File: config.mk
export PLATFORM = sky130hd
export DESIGN_NAME = equiv_check_sequencer_flat
export DESIGN_NICKNAME = d
export VERILOG_FILES = /design/src/rtl/equiv_check_sequencer_pkg.sv /design/src/rtl/equiv_check_sequencer_if.sv /design/src/rtl/equiv_check_sequencer_lfsr32.sv /design/src/rtl/equiv_check_sequencer.sv /design/src/flat_wrapper.sv
export SDC_FILE = /design/constraint.sdc
export NUM_CORES = 1
export LEC_CHECK = 0
export BUFFER_PORTS_ARGS = -buffer_cell sky130_fd_sc_hd__buf_2
export CAP_MARGIN = 10
export CORE_MARGIN = 2
export CORE_UTILIZATION = 40
export DETAILED_ROUTE_END_ITERATION = 7
export PLACE_DENSITY_LB_ADDON = 0.05
export SLEW_MARGIN = 20
export SYNTH_ARGS = -nofsm -noshare
export SYNTH_HDL_FRONTEND = slang
export SYNTH_SLANG_ARGS = --single-unit
File: constraint.sdc
create_clock -name clk -period 3.47 [get_ports clk]
set_clock_uncertainty 0.1 [all_clocks]
set_input_delay 0.5205 -clock clk [delete_from_list [all_inputs] [get_ports clk]]
set_output_delay 0.5205 -clock clk [all_outputs]
set_load 0.02 [all_outputs]
File: src/rtl/equiv_check_sequencer_pkg.sv
// ============================================================================
// Module      : equiv_pkg
// Description : Shared types and constants for the equivalence-check
//               sequencer: FSM state encoding, LFSR taps and the bit
//               positions of the stimulus slices taken from the LFSR.
// Revision    : 1.0 - initial release
// ============================================================================
`default_nettype none

package equiv_pkg;

    // Sequencer states
    typedef enum logic [1:0] {
        ST_IDLE    = 2'd0,
        ST_SETTLE  = 2'd1,
        ST_COMPARE = 2'd2,
        ST_DONE    = 2'd3
    } state_t;

    // Galois feedback polynomial and the non-zero reset/seed-substitute value
    localparam logic [31:0] LFSR_TAPS  = 32'h8020_0003;
    localparam logic [31:0] LFSR_RESET = 32'h0000_0001;

    // Stimulus slices of the LFSR state
    localparam int W3_LSB = 0;
    localparam int W3_W   = 10;
    localparam int W2_LSB = 10;
    localparam int W2_W   = 7;
    localparam int W1_LSB = 17;
    localparam int W1_W   = 6;
    localparam int W0_LSB = 23;
    localparam int W0_W   = 6;

    // Width of the compared outputs of the two candidate designs
    localparam int DEFAULT_OUT_W = 91;

    // One right-shift step of the Galois LFSR
    function automatic logic [31:0] lfsr_next(input logic [31:0] cur);
        lfsr_next = (cur >> 1) ^ (cur[0] ? LFSR_TAPS : 32'h0);
    endfunction

endpackage

`default_nettype wire

File: src/rtl/equiv_check_sequencer_if.sv
// ============================================================================
// Module      : equiv_check_sequencer_if
// Description : Control, status, stimulus and response bundle between the
//               equivalence-check sequencer (slave) and the harness (master).
// Revision    : 1.0 - initial release
// ============================================================================
`default_nettype none

interface equiv_check_sequencer_if
    import equiv_pkg::*;
#(
    parameter int OUT_W = DEFAULT_OUT_W,
    parameter int VEC_W = 16,
    parameter int CNT_W = 16
);
    // Run control
    logic                     start;
    logic                     abort;
    logic                     stop_on_fail;
    logic [31:0]              seed;
    logic [VEC_W-1:0]         num_vec;
    // Stimulus to both candidate designs
    logic [W3_W-1:0]          wire3;
    logic [W2_W-1:0]          wire2;
    logic signed [W1_W-1:0]   wire1;
    logic signed [W0_W-1:0]   wire0;
    // Responses of the two candidate designs
    logic [OUT_W-1:0]         y_1;
    logic [OUT_W-1:0]         y_2;
    // Verdict and statistics
    logic                     busy;
    logic                     done;
    logic                     pass;
    logic [CNT_W-1:0]         mismatch_cnt;
    logic [VEC_W-1:0]         first_fail_idx;
    logic                     first_fail_vld;

    modport master (
        output start, abort, stop_on_fail, seed, num_vec, y_1, y_2,
        input  wire3, wire2, wire1, wire0,
        input  busy, done, pass, mismatch_cnt, first_fail_idx, first_fail_vld
    );

    modport slave (
        input  start, abort, stop_on_fail, seed, num_vec, y_1, y_2,
        output wire3, wire2, wire1, wire0,
        output busy, done, pass, mismatch_cnt, first_fail_idx, first_fail_vld
    );

endinterface

`default_nettype wire

File: src/rtl/equiv_check_sequencer_lfsr32.sv
// ============================================================================
// Module      : equiv_lfsr32
// Description : 32-bit right-shifting Galois LFSR with seed load. A zero
//               seed is replaced by 1 so the register never locks up.
// Revision    : 1.0 - initial release
// ============================================================================
`default_nettype none

module equiv_lfsr32
    import equiv_pkg::*;
(
    input  wire logic        clk,
    input  wire logic        rst_n,
    input  wire logic        load,
    input  wire logic [31:0] seed,
    input  wire logic        step,
    output logic      [31:0] state
);

    logic [31:0] r_state;

    // Load has priority over step; otherwise hold
    always_ff @(posedge clk or negedge rst_n) begin
        if (!rst_n) begin
            r_state <= LFSR_RESET;
        end else if (load) begin
            r_state <= (seed == 32'h0) ? LFSR_RESET : seed;
        end else if (step) begin
            r_state <= lfsr_next(r_state);
        end
    end

    assign state = r_state;

endmodule

`default_nettype wire

File: src/rtl/equiv_check_sequencer.sv
// ============================================================================
// Module      : equiv_check_sequencer
// Description : Applies LFSR-generated vectors to two candidate designs,
//               waits a settle time, compares their outputs and accumulates
//               a pass/fail verdict with mismatch statistics.
// Revision    : 1.0 - initial release
// ============================================================================
`default_nettype none

module equiv_check_sequencer
    import equiv_pkg::*;
#(
    parameter int OUT_W  = DEFAULT_OUT_W,
    parameter int SETTLE = 2,
    parameter int VEC_W  = 16,
    parameter int CNT_W  = 16
)(
    input  wire logic               clk,
    input  wire logic               rst_n,
    equiv_check_sequencer_if.slave  bus
);

    localparam int              SC_W        = (SETTLE > 1) ? $clog2(SETTLE) : 1;
    localparam logic [SC_W-1:0] SETTLE_LAST = SC_W'(SETTLE - 1);

    state_t             r_state;
    logic [SC_W-1:0]    r_settle_cnt;
    logic [VEC_W-1:0]   r_vec_idx;
    logic [VEC_W-1:0]   r_num_vec;
    logic               r_stop_on_fail;
    logic [CNT_W-1:0]   r_mismatch_cnt;
    logic [VEC_W-1:0]   r_first_fail_idx;
    logic               r_first_fail_vld;
    logic               r_busy;
    logic               r_done;
    logic               r_pass;

    logic               w_idle_like;
    logic               w_mismatch;
    logic               w_last;
    logic               w_load;
    logic               w_step;
    logic [31:0]        w_lfsr;

    assign w_idle_like = (r_state == ST_IDLE) || (r_state == ST_DONE);
    assign w_mismatch  = (bus.y_1 != bus.y_2);
    // Run ends on the final vector, or on the first failure when requested
    assign w_last      = (w_mismatch && r_stop_on_fail) ||
                         (r_vec_idx == r_num_vec - VEC_W'(1));
    assign w_load      = !bus.abort && w_idle_like && bus.start;
    assign w_step      = !bus.abort && (r_state == ST_COMPARE) && !w_last;

    equiv_lfsr32 u_lfsr (
        .clk   (clk),
        .rst_n (rst_n),
        .load  (w_load),
        .seed  (bus.seed),
        .step  (w_step),
        .state (w_lfsr)
    );

    // Sequencer FSM with counters and registered status outputs
    always_ff @(posedge clk or negedge rst_n) begin
        if (!rst_n) begin
            r_state          <= ST_IDLE;
            r_settle_cnt     <= '0;
            r_vec_idx        <= '0;
            r_num_vec        <= '0;
            r_stop_on_fail   <= 1'b0;
            r_mismatch_cnt   <= '0;
            r_first_fail_idx <= '0;
            r_first_fail_vld <= 1'b0;
            r_busy           <= 1'b0;
            r_done           <= 1'b0;
            r_pass           <= 1'b0;
        end else if (bus.abort) begin
            // Counters are left untouched so they can be inspected
            r_state <= ST_IDLE;
            r_busy  <= 1'b0;
            r_done  <= 1'b0;
        end else begin
            case (r_state)
                ST_IDLE, ST_DONE: begin
                    if (bus.start) begin
                        r_settle_cnt     <= '0;
                        r_vec_idx        <= '0;
                        r_num_vec        <= bus.num_vec;
                        r_stop_on_fail   <= bus.stop_on_fail;
                        r_mismatch_cnt   <= '0;
                        r_first_fail_vld <= 1'b0;
                        if (bus.num_vec == '0) begin
                            r_state <= ST_DONE;
                            r_busy  <= 1'b0;
                            r_done  <= 1'b1;
                            r_pass  <= 1'b1;
                        end else begin
                            r_state <= ST_SETTLE;
                            r_busy  <= 1'b1;
                            r_done  <= 1'b0;
                            r_pass  <= 1'b0;
                        end
                    end
                end
                ST_SETTLE: begin
                    if (r_settle_cnt == SETTLE_LAST) begin
                        r_settle_cnt <= '0;
                        r_state      <= ST_COMPARE;
                    end else begin
                        r_settle_cnt <= r_settle_cnt + SC_W'(1);
                    end
                end
                ST_COMPARE: begin
                    if (w_mismatch) begin
                        if (!(&r_mismatch_cnt)) begin
                            r_mismatch_cnt <= r_mismatch_cnt + CNT_W'(1);
                        end
                        if (!r_first_fail_vld) begin
                            r_first_fail_idx <= r_vec_idx;
                            r_first_fail_vld <= 1'b1;
                        end
                    end
                    if (w_last) begin
                        r_state <= ST_DONE;
                        r_busy  <= 1'b0;
                        r_done  <= 1'b1;
                        r_pass  <= (r_mismatch_cnt == '0) && !w_mismatch;
                    end else begin
                        r_vec_idx <= r_vec_idx + VEC_W'(1);
                        r_state   <= ST_SETTLE;
                    end
                end
                default: r_state <= ST_IDLE;
            endcase
        end
    end

    assign bus.wire3          = w_lfsr[W3_LSB +: W3_W];
    assign bus.wire2          = w_lfsr[W2_LSB +: W2_W];
    assign bus.wire1          = $signed(w_lfsr[W1_LSB +: W1_W]);
    assign bus.wire0          = $signed(w_lfsr[W0_LSB +: W0_W]);
    assign bus.busy           = r_busy;
    assign bus.done           = r_done;
    assign bus.pass           = r_pass;
    assign bus.mismatch_cnt   = r_mismatch_cnt;
    assign bus.first_fail_idx = r_first_fail_idx;
    assign bus.first_fail_vld = r_first_fail_vld;

endmodule

`default_nettype wire
File: src/flat_wrapper.sv
// flat-port wrapper written by rule: the top's interface ports become plain ports
module equiv_check_sequencer_flat import equiv_pkg::*;
#(
    parameter int OUT_W  = DEFAULT_OUT_W,
    parameter int SETTLE = 2,
    parameter int VEC_W  = 16,
    parameter int CNT_W  = 16
)
  (clk, rst_n, bus_start, bus_abort, bus_stop_on_fail, bus_seed, bus_num_vec, bus_y_1, bus_y_2, bus_wire3, bus_wire2, bus_wire1, bus_wire0, bus_busy, bus_done, bus_pass, bus_mismatch_cnt, bus_first_fail_idx, bus_first_fail_vld);
  equiv_check_sequencer_if #(.OUT_W(OUT_W), .VEC_W(VEC_W), .CNT_W(CNT_W)) bus_i ();
  input  wire logic clk;
  input  wire logic rst_n;
  input wire logic [$bits(bus_i.start)-1:0] bus_start;
  input wire logic [$bits(bus_i.abort)-1:0] bus_abort;
  input wire logic [$bits(bus_i.stop_on_fail)-1:0] bus_stop_on_fail;
  input wire logic [$bits(bus_i.seed)-1:0] bus_seed;
  input wire logic [$bits(bus_i.num_vec)-1:0] bus_num_vec;
  input wire logic [$bits(bus_i.y_1)-1:0] bus_y_1;
  input wire logic [$bits(bus_i.y_2)-1:0] bus_y_2;
  output wire logic [$bits(bus_i.wire3)-1:0] bus_wire3;
  output wire logic [$bits(bus_i.wire2)-1:0] bus_wire2;
  output wire logic [$bits(bus_i.wire1)-1:0] bus_wire1;
  output wire logic [$bits(bus_i.wire0)-1:0] bus_wire0;
  output wire logic [$bits(bus_i.busy)-1:0] bus_busy;
  output wire logic [$bits(bus_i.done)-1:0] bus_done;
  output wire logic [$bits(bus_i.pass)-1:0] bus_pass;
  output wire logic [$bits(bus_i.mismatch_cnt)-1:0] bus_mismatch_cnt;
  output wire logic [$bits(bus_i.first_fail_idx)-1:0] bus_first_fail_idx;
  output wire logic [$bits(bus_i.first_fail_vld)-1:0] bus_first_fail_vld;
  assign bus_i.start = bus_start;
  assign bus_i.abort = bus_abort;
  assign bus_i.stop_on_fail = bus_stop_on_fail;
  assign bus_i.seed = bus_seed;
  assign bus_i.num_vec = bus_num_vec;
  assign bus_i.y_1 = bus_y_1;
  assign bus_i.y_2 = bus_y_2;
  assign bus_wire3 = bus_i.wire3;
  assign bus_wire2 = bus_i.wire2;
  assign bus_wire1 = bus_i.wire1;
  assign bus_wire0 = bus_i.wire0;
  assign bus_busy = bus_i.busy;
  assign bus_done = bus_i.done;
  assign bus_pass = bus_i.pass;
  assign bus_mismatch_cnt = bus_i.mismatch_cnt;
  assign bus_first_fail_idx = bus_i.first_fail_idx;
  assign bus_first_fail_vld = bus_i.first_fail_vld;
  equiv_check_sequencer #(.OUT_W(OUT_W), .SETTLE(SETTLE), .VEC_W(VEC_W), .CNT_W(CNT_W)) u_core (.clk(clk), .rst_n(rst_n), .bus(bus_i));
endmodule
==> results_dict.tcl, run 1 <==
set metrics [dict create \
    reg2reg_depth 10 \
    wl_per_cell_um 15.7 \
    synth_edf_count 0 \
    diodes 0 \
    drc 0 \
    p_sw_mw 2.32 \
    synthCells 809 \
    slew_violations 0 \
    outcome "completed" \
    critPathArrivalTime_ns 3.31 \
    fin_tns_setup_ns 0 \
    path_cells "or4_1 > o41ai_2 > a2111oi_1 > a311oi_2 > a221oi_4 > buf_4 > a211oi_4 > buf_12 > mux2i_1 > o21ai_1" \
    ys.flop_type "dfrtp_1" \
    cts_inserted_buffers 9 \
    hold_viol_final 0 \
    syn_avg_cell_area_um2 8.67 \
    path_depth 10 \
    period_minus_slack_ns 3.19 \
    firstDrtPassIters 5 \
    grt_max_degree 58 \
    layout.cells.non_filler 1303 \
    grt_util_all_layers_pct 22.4 \
    htree_num_levels 3 \
    grt_pass1_vias 6587 \
    cts_sinks 104 \
    grt_first_pass_wirelength_um 32800 \
    cap_violations 0 \
    tightest_slew_ns 0.722 \
    dieArea_mm2 0.0186 \
    peakVddDrop_v 0.000301 \
    yosysUniqueCellTypes 64 \
    crit_required_ns 3.59 \
    dp_hpwl_um 15800 \
    pwr-share-clk_pct 18.3 \
    clk_pin_slew_ns 0.07 \
    start_kind "register" \
    combPwrFrac_pct 47.6 \
    swShare_pct 42.9 \
    syn2layout_area_growth_pct 27.3 \
    num_vias 6796 \
    ys_seq_area_share_pct 37.1 \
    start_util_pct 40.7 \
    critical_path.top_delay_family "compound AO/OA/AOI/OAI gates" \
    ys_ff_latch 104 \
    die_w_um 136 \
    finalSetupViolCount 0 \
    timing.rr.start "u_core.r_num_vec[4]" \
    place_inst 1286 \
    critPathLaunch "u_core.r_num_vec[4]" \
    fp-row-count 48 \
    syn-num-nets 1051 \
    port_buffers 299 \
    gr-total-overflow 0 \
    post-route-period-util_pct 92.0 \
    gp_congestion 0.853 \
    ios 300 \
    insertion_delay_ns 0.35 \
    cp-end-kind "register" \
    drtIter0Drc 351 \
    vias_per_cell 5.22 \
    drtAntennaViolNets 0 \
    leakagePower_nw 4.11 \
    max_slew_margin_pct 51.8 \
    synth-warning-count 0 \
    drive_above_1_share_pct 34.9 \
    rsz0062_at_grt "false" \
    cts-root-buf "clkbuf_16" \
    intPower_mw 3.09 \
    cts_tree "done" \
    async_flop_share_pct 100 \
    cp_max_fo 31 \
    crit_type "reg -> reg" \
    hold_class "in -> async" \
    wirelength_um 20400 \
    crit_slowest_cell "or4_1" \
    cpPeakStageDelay_ns 0.68 \
    nNetsFinal 1315 \
    cts_buffer_depth 2 \
    die_h_um 136 \
    powerDensity_mw_per_mm2 606 \
    p_seq_share_pct 34.1 \
    antenna_found_initial 1 \
    worst-path-buf-inv 2 \
    syn-cell-area_mm2 0.00701 \
    fmax_mhz 313 \
    core_area_mm2 0.0172 \
]
## repair_timing
item / in CTS / in global routing
setup buffers: 0 / 1
hold buffers: 0 / 0
setup endpoints to repair: 0 / 6
endpoints found under the hold margin: 0 / 0
resized for setup: 0 / 1
## cells in the mapped netlist (4+ instances only)
master / number / share of area (%)
mux2i_1: 15 / 2.1
a21oi_1: 76 / 5.4
nand2_1: 95 / 5.1
xnor2_1: 108 / 13
dfrtp_1: 103 / 37
or3_1: 4 / 0.36
and3_1: 10 / 0.89
nand3b_1: 4 / 0.43
nor2b_1: 4 / 0.36
inv_1: 15 / 0.80
ha_1: 7 / 1.2
nor3_1: 15 / 1.1
o21ai_1: 14 / 1.0
buf_2: 9 / 0.64
o21ai_0: 36 / 2.6
clkbuf_1: 28 / 1.5
nor4_1: 23 / 2.1
a21oi_2: 4 / 0.50
nand3_1: 14 / 1.0
or4_1: 5 / 0.54
nor2_1: 57 / 3.1
xor2_1: 6 / 0.75
buf_4: 30 / 3.2
nand2b_1: 12 / 1.1
nand4_1: 32 / 2.9
a2111o_1: 5 / 0.80
a211oi_1: 5 / 0.54
mux2_2: 16 / 2.6
## routing by layer
layer	GRT usage, %	vias up	routed length [um]
met2	39.3	192	10400
li1	-	3354	-
met4	5.56	2	282
met3	5.00	23	1010
met1	27.9	3225	8700
met5	0	-	11
## path summary, 6_finish.rpt
check / endpoint / slack (ns)
setup / recovery: u_core.u_lfsr.state[21] / 0.28
hold / removal: u_core.bus.first_fail_idx[7] / 0.07
setup reg to reg: u_core.u_lfsr.state[21] / 0.28
hold reg to reg: u_core.bus.first_fail_idx[13] / 0.38
max in group asynchronous: u_core.u_lfsr.state[0] / 2.40
min in group clk: u_core.r_stop_on_fail / 0.28
## cell usage in the layout (no fill, tap or decap), types with 4 or more instances in the layout
cell / count
nand2_1: 95
mux2i_1: 15
nand2b_1: 12
o21ai_0: 36
nor2b_1: 4
or3_1: 4
o21ai_1: 14
or4_1: 5
nand3_1: 14
xnor2_1: 108
inv_1: 15
a21oi_2: 4
buf_4: 22
and3_1: 10
buf_2: 298
a2111o_1: 5
nor3_1: 15
dfrtp_1: 103
nor4_1: 22
nor2_1: 56
ha_1: 7
nand4_1: 32
clkbuf_16: 9
buf_12: 4
a21oi_1: 76
mux2_2: 16
xor2_1: 6
nand3b_1: 4
a211oi_1: 5
## cells by family (layout without fill, tap and decap cells)
| kind of cell | count (synthesis) | after routing | share of synthesized area, % |
|---|---|---|---|
| simple gates | 292 | 292 | 20.7 |
| compound gates | 174 | 174 | 15.4 |
| xor+xnor | 114 | 114 | 14.2 |
| flops | 104 | 104 | 37.1 |
| buf+inv | 87 | 356 | 6.64 |
| mux | 31 | 31 | 4.71 |
| fa+ha+maj | 7 | 7 | 1.25 |
## state kept, by name, summed over array words and instances (netlist names)
name	flops
u_core.bus.mismatch_cnt	16
u_core.r_vec_idx	16
u_core.bus.first_fail_vld	1
u_core.r_state	2
u_core.r_settle_cnt	1
u_core.r_stop_on_fail	1
u_core.bus.first_fail_idx	16
u_core.bus.done	1
u_core.bus.pass	1
u_core.bus.busy	1
u_core.u_lfsr.state	32
u_core.r_num_vec	16
## power groups by stage
stage	registers [mW]	logic [mW]	clock network, mW
2_1_floorplan	1.83	1.92	0
3_3_place_gp	1.87	2.57	0
3_5_place_dp	1.87	2.58	0
4_1_cts	1.85	2.59	1.02
5_1_grt	1.90	2.87	1.08
6_report	1.85	2.57	0.990
## cell type report
class	instances	area (um2)
fillers	1702	8310
inverters	16	60.1
multi-input cells	618	3970
clock buffers	11	243
flip-flops and latches	104	2600
clock inverters	5	38.8
well taps	225	282
repair buffers	324	1740
## metrics by stage
| stage | instance area (um2) | worst slack [ns] | total power, mW | hold slack [ns] | util [%] |
|---|---|---|---|---|---|
| floorplan | 7010 | 0.408 | 3.75 | 0.125 | - |
| finish | 8930 | 0.279 | 5.41 | 0.0740 | 51.8 |
| global route | 8930 | 0.0916 | 5.84 | 0.112 | 51.8 |
| CTS | 8920 | 0.171 | 5.46 | 0.0956 | 51.7 |
| detailed placement | 8630 | 0.203 | 4.45 | 0.365 | 50.1 |
| global placement | 8630 | 0.272 | 4.44 | 0.357 | 50.1 |
Note: power is estimated with default switching activity, not from simulation.
==> run 2: changes to the inputs <==
Settings changed: CORE_MARGIN 2 to 4, RECOVER_POWER from default to 100.
==> run 2 against run 1 <==
  * The run now ends with capacitance limit, slew limit left
  * Worst setup slack got worse by 0.12 ns
  * Clock-buffer cell count fell by 1
  * Clock power rose by 10%
  * Worst hold slack improved by 0.19 ns
  * First-iteration DRC count fell by 11%
  * Critical path depth did not move
  * Register-to-register slack got worse by 0.12 ns
  * Global-route usage fell by 0.91 points
  * Die area rose by 6.0%
  * Final cell count barely moved
==> results_dict.tcl, run 2 (synthesized netlist as in run 1, its figures left out) <==
set metrics [dict create \
    port_buffers 299 \
    slew_violations 43 \
    post-route-period-util_pct 95.4 \
    die_h_um 140 \
    grt_pass1_vias 6743 \
    wl_per_cell_um 16.5 \
    cts_tree "done" \
    grt_util_all_layers_pct 21.5 \
    fp-row-count 48 \
    cts_inserted_buffers 9 \
    firstDrtPassIters 4 \
    crit_required_ns 3.56 \
    period_minus_slack_ns 3.31 \
    critPathLaunch "u_core.r_num_vec[4]" \
    critPathArrivalTime_ns 3.40 \
    die_w_um 140 \
    hold_viol_final 0 \
    drtIter0Drc 314 \
    start_util_pct 40.7 \
    mostFrequentLayoutCell "buf_2" \
    layout.cells.non_filler 1302 \
    finalSetupViolCount 0 \
    hold_class "in -> reg" \
    postCtsHoldBufs 0 \
    drive_above_1_share_pct 28.3 \
    core_area_mm2 0.0172 \
    dieArea_mm2 0.0197 \
    gp_congestion 0.864 \
    largest_register_ffs 32 \
    cts_sinks 104 \
    num_vias 6769 \
    clk_pin_slew_ns 0.07 \
    leakagePower_nw 3.86 \
    gr-total-overflow 0 \
    outcome "complete, but fails checks" \
    htree_num_levels 3 \
    grt_max_degree 63 \
    tightest_slew_ns 2.50 \
    cts_buffer_depth 2 \
    timing.rr.start "u_core.r_num_vec[4]" \
    cp_max_fo 31 \
    start_kind "register" \
    powerDensity_mw_per_mm2 617 \
    rsz0062_at_grt "false" \
    grt_first_pass_wirelength_um 34700 \
    wirelength_um 21500 \
    nNetsFinal 1315 \
    layout_common_cells "buf_2 (234), xnor2_1 (108), dfrtp_1 (103), nand2_1 (95), a21oi_1 (76)" \
    vias_per_cell 5.20 \
    drc 0 \
    insertion_delay_ns 0.35 \
    max_slew_margin_pct -66.4 \
    diodes 0 \
    cts-root-buf "clkbuf_16" \
    fin_tns_setup_ns 0 \
    cp-end-kind "register" \
    utilization_pct 51.4 \
    violations "capacitance limit, slew limit" \
    antenna_found_initial 1 \
    worstHoldStart "bus_stop_on_fail" \
    ios 300 \
    cap_violations 1 \
    peakVddDrop_v 0.000421 \
    place_inst 1287 \
    crit_type "reg -> reg" \
    syn2layout_area_growth_pct 26.2 \
    dp_hpwl_um 16900 \
    fill_cells 1666 \
    drtAntennaViolNets 0 \
    fmax_mhz 302 \
]
==> run 2: changes by cell type in the layout (fill, tap and decap cells not counted), sizes merged <==
| cell | before | now |
|---|---|---|
| buf | 324 | 254 |
| inv | 19 | 16 |
| bufinv | 0 | 2 |
| clkbuf | 11 | 80 |
| clkinvlp | 1 | 3 |
| clkinv | 1 | 0 |
==> run 2: path summary, 6_finish.rpt <==
kind	endpoint	slack, ns	cells past startpoint
max	u_core.u_lfsr.state[21]	0.16	10
min	u_core.r_stop_on_fail	0.26	3
max reg2reg	u_core.u_lfsr.state[21]	0.16	10
min reg2reg	u_core.bus.first_fail_idx[1]	0.38	2
max in group asynchronous	u_core.r_num_vec[2]	1.02	1
min in group asynchronous	u_core.bus.first_fail_idx[8]	0.83	1
==> run 2: what timing repair did <==
action	CTS	global route
endpoints found under the setup margin	0	39
buffers inserted	0	0
gates resized for setup	0	3
==> run 2: layout make-up <==
type / instances / area [um2] / area share (%)
flip-flops and latches: 104 / 2600 / 29.4
clock buffers: 10 / 229 / 2.59
repair buffers: 324 / 1620 / 18.3
inverters: 16 / 60.1 / 0.679
clock inverters: 5 / 82.6 / 0.933
multi-input cells: 618 / 3970 / 44.9
well taps: 225 / 282 / 3.18
==> run 2: layer usage <==
| layer | track usage [%] | vias to the layer above | wire, um |
|---|---|---|---|
| met5 | 0 | - | 7 |
| met4 | 5.20 | 2 | 329 |
| met3 | 4.27 | 23 | 959 |
| met2 | 37.9 | 173 | 11000 |
| met1 | 27.2 | 3219 | 9240 |
| li1 | - | 3352 | - |
==> run 2: where the power goes <==
| group | internal (mW) | leakage, nW | total (mW) | switching (mW) |
|---|---|---|---|---|
| Clock | 0.629 | 0.141 | 1.09 | 0.460 |
| Combinational | 0.949 | 2.39 | 2.50 | 1.55 |
| Sequential | 1.55 | 1.33 | 1.88 | 0.321 |
| Total | 3.13 | 3.86 | 5.46 | 2.33 |
==> run 2: worst max-delay path, stage by stage (launching register included) <==
cell	delay [ns]
dfrtp_1	0.37
or4_1	0.69
o41ai_2	0.46
a2111oi_0	0.13
a311oi_2	0.36
a221oi_4	0.07
buf_4	0.17
a211oi_4	0.27
buf_12	0.23
mux2i_1	0.19
o21ai_0	0.10
==> run 2: metrics by stage <==
| step | hold WS [ns] | setup WS [ns] | area, um2 | total power [mW] |
|---|---|---|---|---|
| floorplan | 0.125 | 0.408 | 7010 | 3.75 |
| global placement | 0.363 | 0.178 | 8630 | 4.45 |
| detailed placement | 0.367 | 0.149 | 8630 | 4.46 |
| CTS | 0.0779 | 0.126 | 8940 | 5.58 |
| global route | 0.251 | 0.0327 | 8850 | 5.88 |
| finish | 0.264 | 0.159 | 8850 | 5.46 |
